==> config.mk <==
export PLATFORM = sky130hd
export DESIGN_NAME = fsm_seq_serializer
export DESIGN_NICKNAME = d
export VERILOG_FILES = /design/src/rtl/fsm_seq_pkg.sv /design/src/rtl/fsm_seq_serializer.sv
export SDC_FILE = /design/constraint.sdc
export NUM_CORES = 1
export LEC_CHECK = 0
export CAP_MARGIN = 40
export CORE_AREA = 2 2 41 43
export CTS_CLUSTER_SIZE = 25
export DETAILED_ROUTE_END_ITERATION = 12
export DIE_AREA = 0 0 43 45
export MAX_ROUTING_LAYER = met4
export PLACE_DENSITY = 0.79
export SYNTH_ARGS = -nofsm -noshare
export SYNTH_HDL_FRONTEND = slang
export SYNTH_SLANG_ARGS = --single-unit
==> constraint.sdc <==
create_clock -name clk -period 3.15 [get_ports clk]
set_input_delay 0.63 -clock clk [delete_from_list [all_inputs] [get_ports clk]]
set_output_delay 0.63 -clock clk [all_outputs]
set_load 0.02 [all_outputs]
==> src/rtl/fsm_seq_pkg.sv <==
`default_nettype none
// ============================================================================
// Module   : fsm_seq_pkg
// Purpose  : Shared definitions for the serializer / sequence-detector slice:
//            state encoding, default word width and the detector pattern.
// Contents : ST_IDLE, ST_SHIFT  - serializer state encoding
//            state_t            - enum built on that encoding
//            DEFAULT_WIDTH      - default serializer word length
//            SEQ_1011           - pattern recognised by the downstream detector
// Revision : 1.0 - initial release
// ============================================================================
package fsm_seq_pkg;

   localparam logic ST_IDLE  = 1'b0;
   localparam logic ST_SHIFT = 1'b1;

   typedef enum logic {
      S_IDLE  = ST_IDLE,
      S_SHIFT = ST_SHIFT
   } state_t;

   localparam int DEFAULT_WIDTH = 8;

   localparam logic [3:0] SEQ_1011 = 4'b1011;

endpackage : fsm_seq_pkg
`default_nettype wire

==> src/rtl/fsm_seq_serializer.sv <==
`default_nettype none
// ============================================================================
// Module   : fsm_seq_serializer
// Purpose  : Parallel-to-serial stage feeding the overlapping Moore sequence
//            detector. Words arrive over valid/ready and leave one bit per
//            clock on dout; a fixed idle bit is driven between words, and
//            back-to-back words are emitted with no gap so patterns spanning
//            a word boundary reach the detector contiguously.
// Ports    : clk      - clock, rising-edge active
//            rst      - asynchronous reset, active low
//            in_data  - parallel word (WIDTH bits)
//            in_valid - in_data valid this cycle
//            in_ready - block accepts a word this cycle
//            dout     - serial bit stream (to detector din)
//            dout_vld - dout carries a word bit, not idle fill
//            busy     - a word is being shifted out
// Revision : 1.0 - initial release
// ============================================================================
module fsm_seq_serializer
   import fsm_seq_pkg::*;
#(
   parameter int WIDTH     = DEFAULT_WIDTH,
   parameter bit MSB_FIRST = 1'b1,
   parameter bit IDLE_BIT  = 1'b0
) (
   input  logic             clk,
   input  logic             rst,
   input  logic [WIDTH-1:0] in_data,
   input  logic             in_valid,
   output logic             in_ready,
   output logic             dout,
   output logic             dout_vld,
   output logic             busy
);

   localparam int                 c_CNT_W    = $clog2(WIDTH);
   localparam logic [c_CNT_W-1:0] c_CNT_LAST = c_CNT_W'(WIDTH - 1);

   state_t             r_state;
   logic [WIDTH-1:0]   r_shreg;
   logic [c_CNT_W-1:0] r_cnt;
   logic               r_dout;
   logic               r_dout_vld;
   logic               r_busy;
   logic               r_ready;

   logic               w_xfer;

   // Bit that goes on the wire when w is the current shift-register content.
   function automatic logic first_bit(input logic [WIDTH-1:0] w);
      return MSB_FIRST ? w[WIDTH-1] : w[0];
   endfunction

   // One shift step towards the output end, back-filling with the idle bit.
   function automatic logic [WIDTH-1:0] shift_once(input logic [WIDTH-1:0] w);
      if (MSB_FIRST)
         return {w[WIDTH-2:0], IDLE_BIT};
      else
         return {IDLE_BIT, w[WIDTH-1:1]};
   endfunction

   // r_ready is a registered copy of (IDLE or last bit), so there is no
   // combinational path from in_valid to in_ready.
   assign w_xfer = in_valid & r_ready;

   // Outputs are registered alongside the state: each branch writes the
   // values that belong to the state being entered, so dout/dout_vld/busy
   // change only on clock edges (or asynchronously on reset).
   always_ff @(posedge clk or negedge rst) begin
      if (!rst) begin
         r_state    <= S_IDLE;
         r_shreg    <= '0;
         r_cnt      <= '0;
         r_dout     <= IDLE_BIT;
         r_dout_vld <= 1'b0;
         r_busy     <= 1'b0;
         r_ready    <= 1'b1;
      end else begin
         case (r_state)
            S_IDLE: begin
               if (w_xfer) begin
                  r_state    <= S_SHIFT;
                  r_shreg    <= in_data;
                  r_cnt      <= '0;
                  r_dout     <= first_bit(in_data);
                  r_dout_vld <= 1'b1;
                  r_busy     <= 1'b1;
                  r_ready    <= 1'b0;
               end
            end

            S_SHIFT: begin
               if (r_cnt != c_CNT_LAST) begin
                  r_shreg <= shift_once(r_shreg);
                  r_cnt   <= r_cnt + 1'b1;
                  r_dout  <= first_bit(shift_once(r_shreg));
                  // Ready goes high for exactly the last bit of the word.
                  r_ready <= ((r_cnt + 1'b1) == c_CNT_LAST);
               end else if (w_xfer) begin
                  // Back-to-back reload: next word's first bit directly
                  // follows this word's last bit.
                  r_shreg    <= in_data;
                  r_cnt      <= '0;
                  r_dout     <= first_bit(in_data);
                  r_dout_vld <= 1'b1;
                  r_busy     <= 1'b1;
                  r_ready    <= 1'b0;
               end else begin
                  r_state    <= S_IDLE;
                  r_shreg    <= '0;
                  r_cnt      <= '0;
                  r_dout     <= IDLE_BIT;
                  r_dout_vld <= 1'b0;
                  r_busy     <= 1'b0;
                  r_ready    <= 1'b1;
               end
            end

            default: begin
               r_state    <= S_IDLE;
               r_shreg    <= '0;
               r_cnt      <= '0;
               r_dout     <= IDLE_BIT;
               r_dout_vld <= 1'b0;
               r_busy     <= 1'b0;
               r_ready    <= 1'b1;
            end
         endcase
      end
   end

   assign in_ready = r_ready;
   assign dout     = r_dout;
   assign dout_vld = r_dout_vld;
   assign busy     = r_busy;

endmodule : fsm_seq_serializer
`default_nettype wire
==> results of run 1 <==
==> flip-flops by register name, summed over array words and instances, names as in the netlist <==
| register | count |
|---|---|
| r_state | 1 |
| in_ready | 1 |
| r_cnt | 3 |
| dout | 1 |
| busy | 1 |
| r_shreg | 7 |
==> cell usage after synthesis, types with 2 or more instances <==
cell      instances  area share (%)
dfrtp_1          13              43
nand3_1           3             2.0
a21oi_1           3             2.0
o211ai_1          7             7.0
buf_6             4             6.0
nand2_1          10             5.0
a32oi_1           7             8.2
mux2i_1           2             2.7
buf_4             2             2.0
o21ai_0           5             3.3
inv_1             2             1.0
ha_1              4             6.7
==> metrics by stage <==
stage	util (%)	instance area, µm²	setup slack [ns]
detailed placement	57.3	843	1.34
floorplan	-	748	1.85
global placement	57.3	843	1.35
finish	59.1	870	1.08
global route	59.1	870	1.05
CTS	59.1	870	1.08
==> kinds of logic (layout without fill, tap and decap cells) <==
kind of cell / count (synthesis) / in the layout / synth area share [%]
AO/OA/AOI/OAI: 23 / 23 / 22.6
adder cells (fa/ha/maj): 4 / 4 / 6.69
flip-flops: 14 / 14 / 47.0
buffers and inverters: 10 / 21 / 10.5
multiplexers: 2 / 2 / 2.68
AND/OR/NAND/NOR: 16 / 16 / 10.5
==> report_power, final <==
part	switching, mW	internal [mW]
sequential	0.0562	0.249
combinational	0.166	0.129
clock	0.0601	0.0493
total	0.282	0.427
==> how the worst min path moves through the flow <==
stage	startpoint	to	cells past startpoint
after floorplan	rst	busy	0
after global placement	r_shreg[3]	r_shreg[4]	2
after detailed placement	r_shreg[0]	r_shreg[1]	2
after CTS	r_shreg[1]	r_shreg[2]	2
after global routing	r_shreg[5]	r_shreg[6]	2
final	r_shreg[0]	r_shreg[1]	2
==> cells in the final DEF (no fill, tap or decap), types with 2 or more instances in the layout <==
cell	Yosys	routed
a21oi_1	3	3
a32oi_1	7	7
clkbuf_4	0	3
clkdlybuf4s50_1	0	14
dfrtp_1	13	13
ha_1	4	4
inv_1	2	2
mux2i_1	2	2
nand2_1	10	10
nand3_1	3	3
o211ai_1	7	7
o21ai_0	5	5
==> metal layers <==
metal | global-route usage [%] | up-vias | wire length [µm]
met5 | - | - | 0
met4 | 10.9 | 0 | 40
met3 | 1.20 | 5 | 35
met2 | 24.8 | 10 | 568
met1 | 20.2 | 264 | 630
li1 | - | 274 | -
==> layout make-up <==
class,count,area [µm²]
tap,16,20.0
sequential,14,352
fill,138,602
inverter,3,13.8
clock buffer,4,26.3
timing repair buffer,14,140
multi-input combinational,45,318
==> results.ini, run 1 <==
[status]
status=completed

[global_route]
grt_max_degree=20
grt_antenna_before_repair=0
grt_pass1_vias=524
track_usage_pct=16.0
grt_pass1_wl_um=2170
overflow=0

[critical_path]
r2r-start=r_cnt[0]
cp.required_ns=2.52
crit_chain=clkdlybuf4s50_1
crit_fanout=4
r2r-end=r_shreg[5]
cp.depth=1
startpoint_type=register
arrival_ns=1.44
r2r_cells=5
crit_slowest_cell=clkdlybuf4s50_1
endpoint=in_ready
max_stage_delay_ns=0.60
critPathKind=reg2out
cp_top_family=buffers and inverters
crit_start=in_ready
end_kind=output port
r2r_slack_ns=1.69
critPathBufInv=1

[clocking]
cts_made_buffers=3
clock_sinks=14
cts_max_level=1
post_cts_resize_count=0
path_clk_slew_ns=0.08
insertion_delay_ns=0.28
cts_root_buf=clkbuf_4
cts_setup_buffers=0
clock_tree.buffer_depth=2
postCtsHoldBufs=0
cts_tree=yes

[timing]
timing.setup.tns_ns=0
tightest_slew_ns=0.604
clock.fmax_ghz=0.482
rsz0062_at_grt=false
clock_skew_ns=0.000870
drv_slew=0
period_needed_ns=2.07
finalCritPeriodShare_pct=65.8
hold_viol=0
slew_headroom_pct=59.6
whs_ns=0.492
setup-violations-final=0

[placed_design]
gp_congestion=0.727
dpl.hpwl_um=911
io_buffers=14
place_inst=92

[die]
start_util_pct=50.9
io_pins=15
fp.dieH_um=45
dieArea_mm2=0.00194
die_w_um=43
rows=14
core_mm2=0.00147

[route]
first_pass_iters=4
drtIter0Drc=5
ant_nets=0
wl_per_cell_um=13.3
vias_per_cell=5.76
wl_um=1270
dr_total_vias=553
drc=0

[pwr]
p_per_area_mw_per_mm2=815
ir_worst_vdd_uv=324
p_total_uw=709
cellLeakagePower_nw=0.396

[job]
drv_cap=0

[logic_synthesis]
synthCells=69
synth_seq_cells=14
synthDistinctLibCells=19
ys.flop_type=dfrtp_1
synth_edf_count=0
synth_async_sr_flop_share_pct=100
synth-seq-area-share_pct=47.0
synth_nets=84
synth_area_per_cell_um2=10.8
synth_area_um2=748
ys_warn_count=0

[hold_path]
hold_class=reg2reg

[layout]
syn_to_final_growth_pct=16.2
fin_cells=96
antenna_cells=0
layout.nets=96
drive_gt1_share_pct=10.0

Note: power is estimated with default switching activity, not from simulation.
==> run 2, diff against run 1 <==
--- a/config.mk
+++ b/config.mk
@@ -6,12 +6,12 @@
 export NUM_CORES = 1
 export LEC_CHECK = 0
 export CAP_MARGIN = 40
-export CORE_AREA = 2 2 41 43
+export CORE_AREA = 2 2 45 47
 export CTS_CLUSTER_SIZE = 25
 export DETAILED_ROUTE_END_ITERATION = 12
-export DIE_AREA = 0 0 43 45
+export DIE_AREA = 0 0 47 49
 export MAX_ROUTING_LAYER = met4
-export PLACE_DENSITY = 0.79
+export PLACE_DENSITY = 0.69
 export SYNTH_ARGS = -nofsm -noshare
 export SYNTH_HDL_FRONTEND = slang
 export SYNTH_SLANG_ARGS = --single-unit
==> constraint.sdc (replaced) <==
create_clock -name clk -period 1.71 [get_ports clk]
set_input_delay 0.342 -clock clk [delete_from_list [all_inputs] [get_ports clk]]
set_output_delay 0.342 -clock clk [all_outputs]
set_load 0.02 [all_outputs]
==> results.ini, run 2 (synthesis results as in run 1) <==
[critical_path]
startpoint_type=register
crit_chain=clkdlybuf4s50_1
arrival_ns=1.28
cp_top_family=buffers and inverters
crit_fanout=4
end_kind=output port
cp.required_ns=1.37
critPathBufInv=1
max_stage_delay_ns=0.62
critPathKind=reg2out
crit_slowest_cell=clkdlybuf4s50_1

[timing]
tightest_slew_ns=0.438
slew_headroom_pct=70.8
hold_viol=0
drv_slew=0
whs_ns=0.353
finalCritPeriodShare_pct=95.1
timing.setup.tns_ns=0
setup-violations-final=0
rsz0062_at_grt=false
clock_skew_ns=0.000674
clock.fmax_ghz=0.615
period_needed_ns=1.63

[job]
drv_cap=0

[global_route]
grt_pass1_wl_um=2340
grt_antenna_before_repair=0
grt_pass1_vias=505
overflow=0
track_usage_pct=14.6
grt_max_degree=20

[placed_design]
place_inst=104
gp_congestion=0.716
io_buffers=14
dpl.hpwl_um=929

[route]
wl_per_cell_um=12.5
vias_per_cell=5.10
first_pass_iters=4
drc=0
drtIter0Drc=5
wl_um=1350
dr_total_vias=551
ant_nets=0

[pwr]
cellLeakagePower_nw=0.403
ir_worst_vdd_uv=573
p_total_mw=1.30
p_per_area_mw_per_mm2=1470

[clocking]
post_cts_resize_count=1
cts_root_buf=clkbuf_4
cts_setup_buffers=0
postCtsHoldBufs=0
insertion_delay_ns=0.28
cts_tree=yes
clock_sinks=14
cts_made_buffers=3
cts_max_level=1
clock_tree.buffer_depth=2
path_clk_slew_ns=0.08

[die]
dieArea_mm2=0.00230
start_util_pct=40.6
rows=16
fp.dieH_um=49
io_pins=15
core_mm2=0.00184
die_w_um=47

[layout]
largest_reg_flops=7
fin_cells=108
drive_gt1_share_pct=11.1
syn_to_final_growth_pct=18.9
final_cell_mix=dfrtp_1, clkdlybuf4s50_1, nand2_1, a32oi_1, o211ai_1
n_fill_cell=186
antenna_cells=0
layout.nets=97
regMostFlops=r_shreg
fin_util_pct=48.3
largest_registers=r_shreg x7, r_cnt x3

[hold_path]
hold_class=in2async

[status]
status=completed

-- run 2: changes by cell type in the layout (fill, tap and decap cells not counted), sizes merged --
cell,previous run,this run
dlygate4sd2,0,1
buf,0,1
clkdlybuf4s50,14,13
-- run 2: per-layer routing --
metal | wire length (µm) | up-vias | GRT usage (%)
met2 | 617 | 10 | 19.6
met1 | 659 | 259 | 20.5
met4 | 46 | 0 | 9.72
li1 | - | 275 | -
met5 | 0 | - | -
met3 | 25 | 7 | 1.11
-- run 2: power breakdown --
group	internal [mW]	switching [mW]	total [mW]	leakage (nW)
Clock	0.0907	0.111	0.202	0.0150
Sequential	0.458	0.101	0.559	0.179
Combinational	0.232	0.311	0.543	0.209
-- run 2: cell type report --
| cell class | count | area, µm² | area share [%] |
|---|---|---|---|
| sequential | 14 | 352 | 39.5 |
| clock buffer | 4 | 26.3 | 2.95 |
| timing repair buffer | 15 | 146 | 16.5 |
| multi-input combinational | 45 | 318 | 35.7 |
| inverter | 3 | 13.8 | 1.55 |
| tap | 27 | 33.8 | 3.80 |
-- run 2: worst register-to-register path, cell delays in order, from the launching register on --
cell and delay, ns:
dfrtp_1 0.40, ha_1 0.20, ha_1 0.43, nor2b_4 0.12
a32oi_1 0.18, nand2_1 0.07
-- run 2: metrics by stage --
stage	worst slack, ns	instance area [µm²]
floorplan	0.413	748
global placement	0.181	865
detailed placement	0.150	865
CTS	0.0844	890
global route	0.0355	890
finish	0.0843	890
-- run 2: worst paths after layout --
check / startpoint / to / slack (ns) / cells past startpoint
max in group asynchronous: rst / in_ready / 1.12 / 2
min reg2reg: r_shreg[0] / r_shreg[1] / 0.49 / 2
min in group clk: r_shreg[0] / r_shreg[1] / 0.49 / 2
max reg2reg: r_cnt[0] / dout / 0.21 / 5
max: busy / dout_vld / 0.08 / 1
min: rst / r_shreg[5] / 0.35 / 2
==> run 3, diff against run 2 <==
--- a/config.mk
+++ b/config.mk
@@ -12,6 +12,7 @@
 export DIE_AREA = 0 0 47 49
 export MAX_ROUTING_LAYER = met4
 export PLACE_DENSITY = 0.69
+export SLEW_MARGIN = 15
 export SYNTH_ARGS = -nofsm -noshare
 export SYNTH_HDL_FRONTEND = slang
 export SYNTH_SLANG_ARGS = --single-unit
==> results of run 3 <==
Final layout, timing and power as in run 2 (identical DEF).
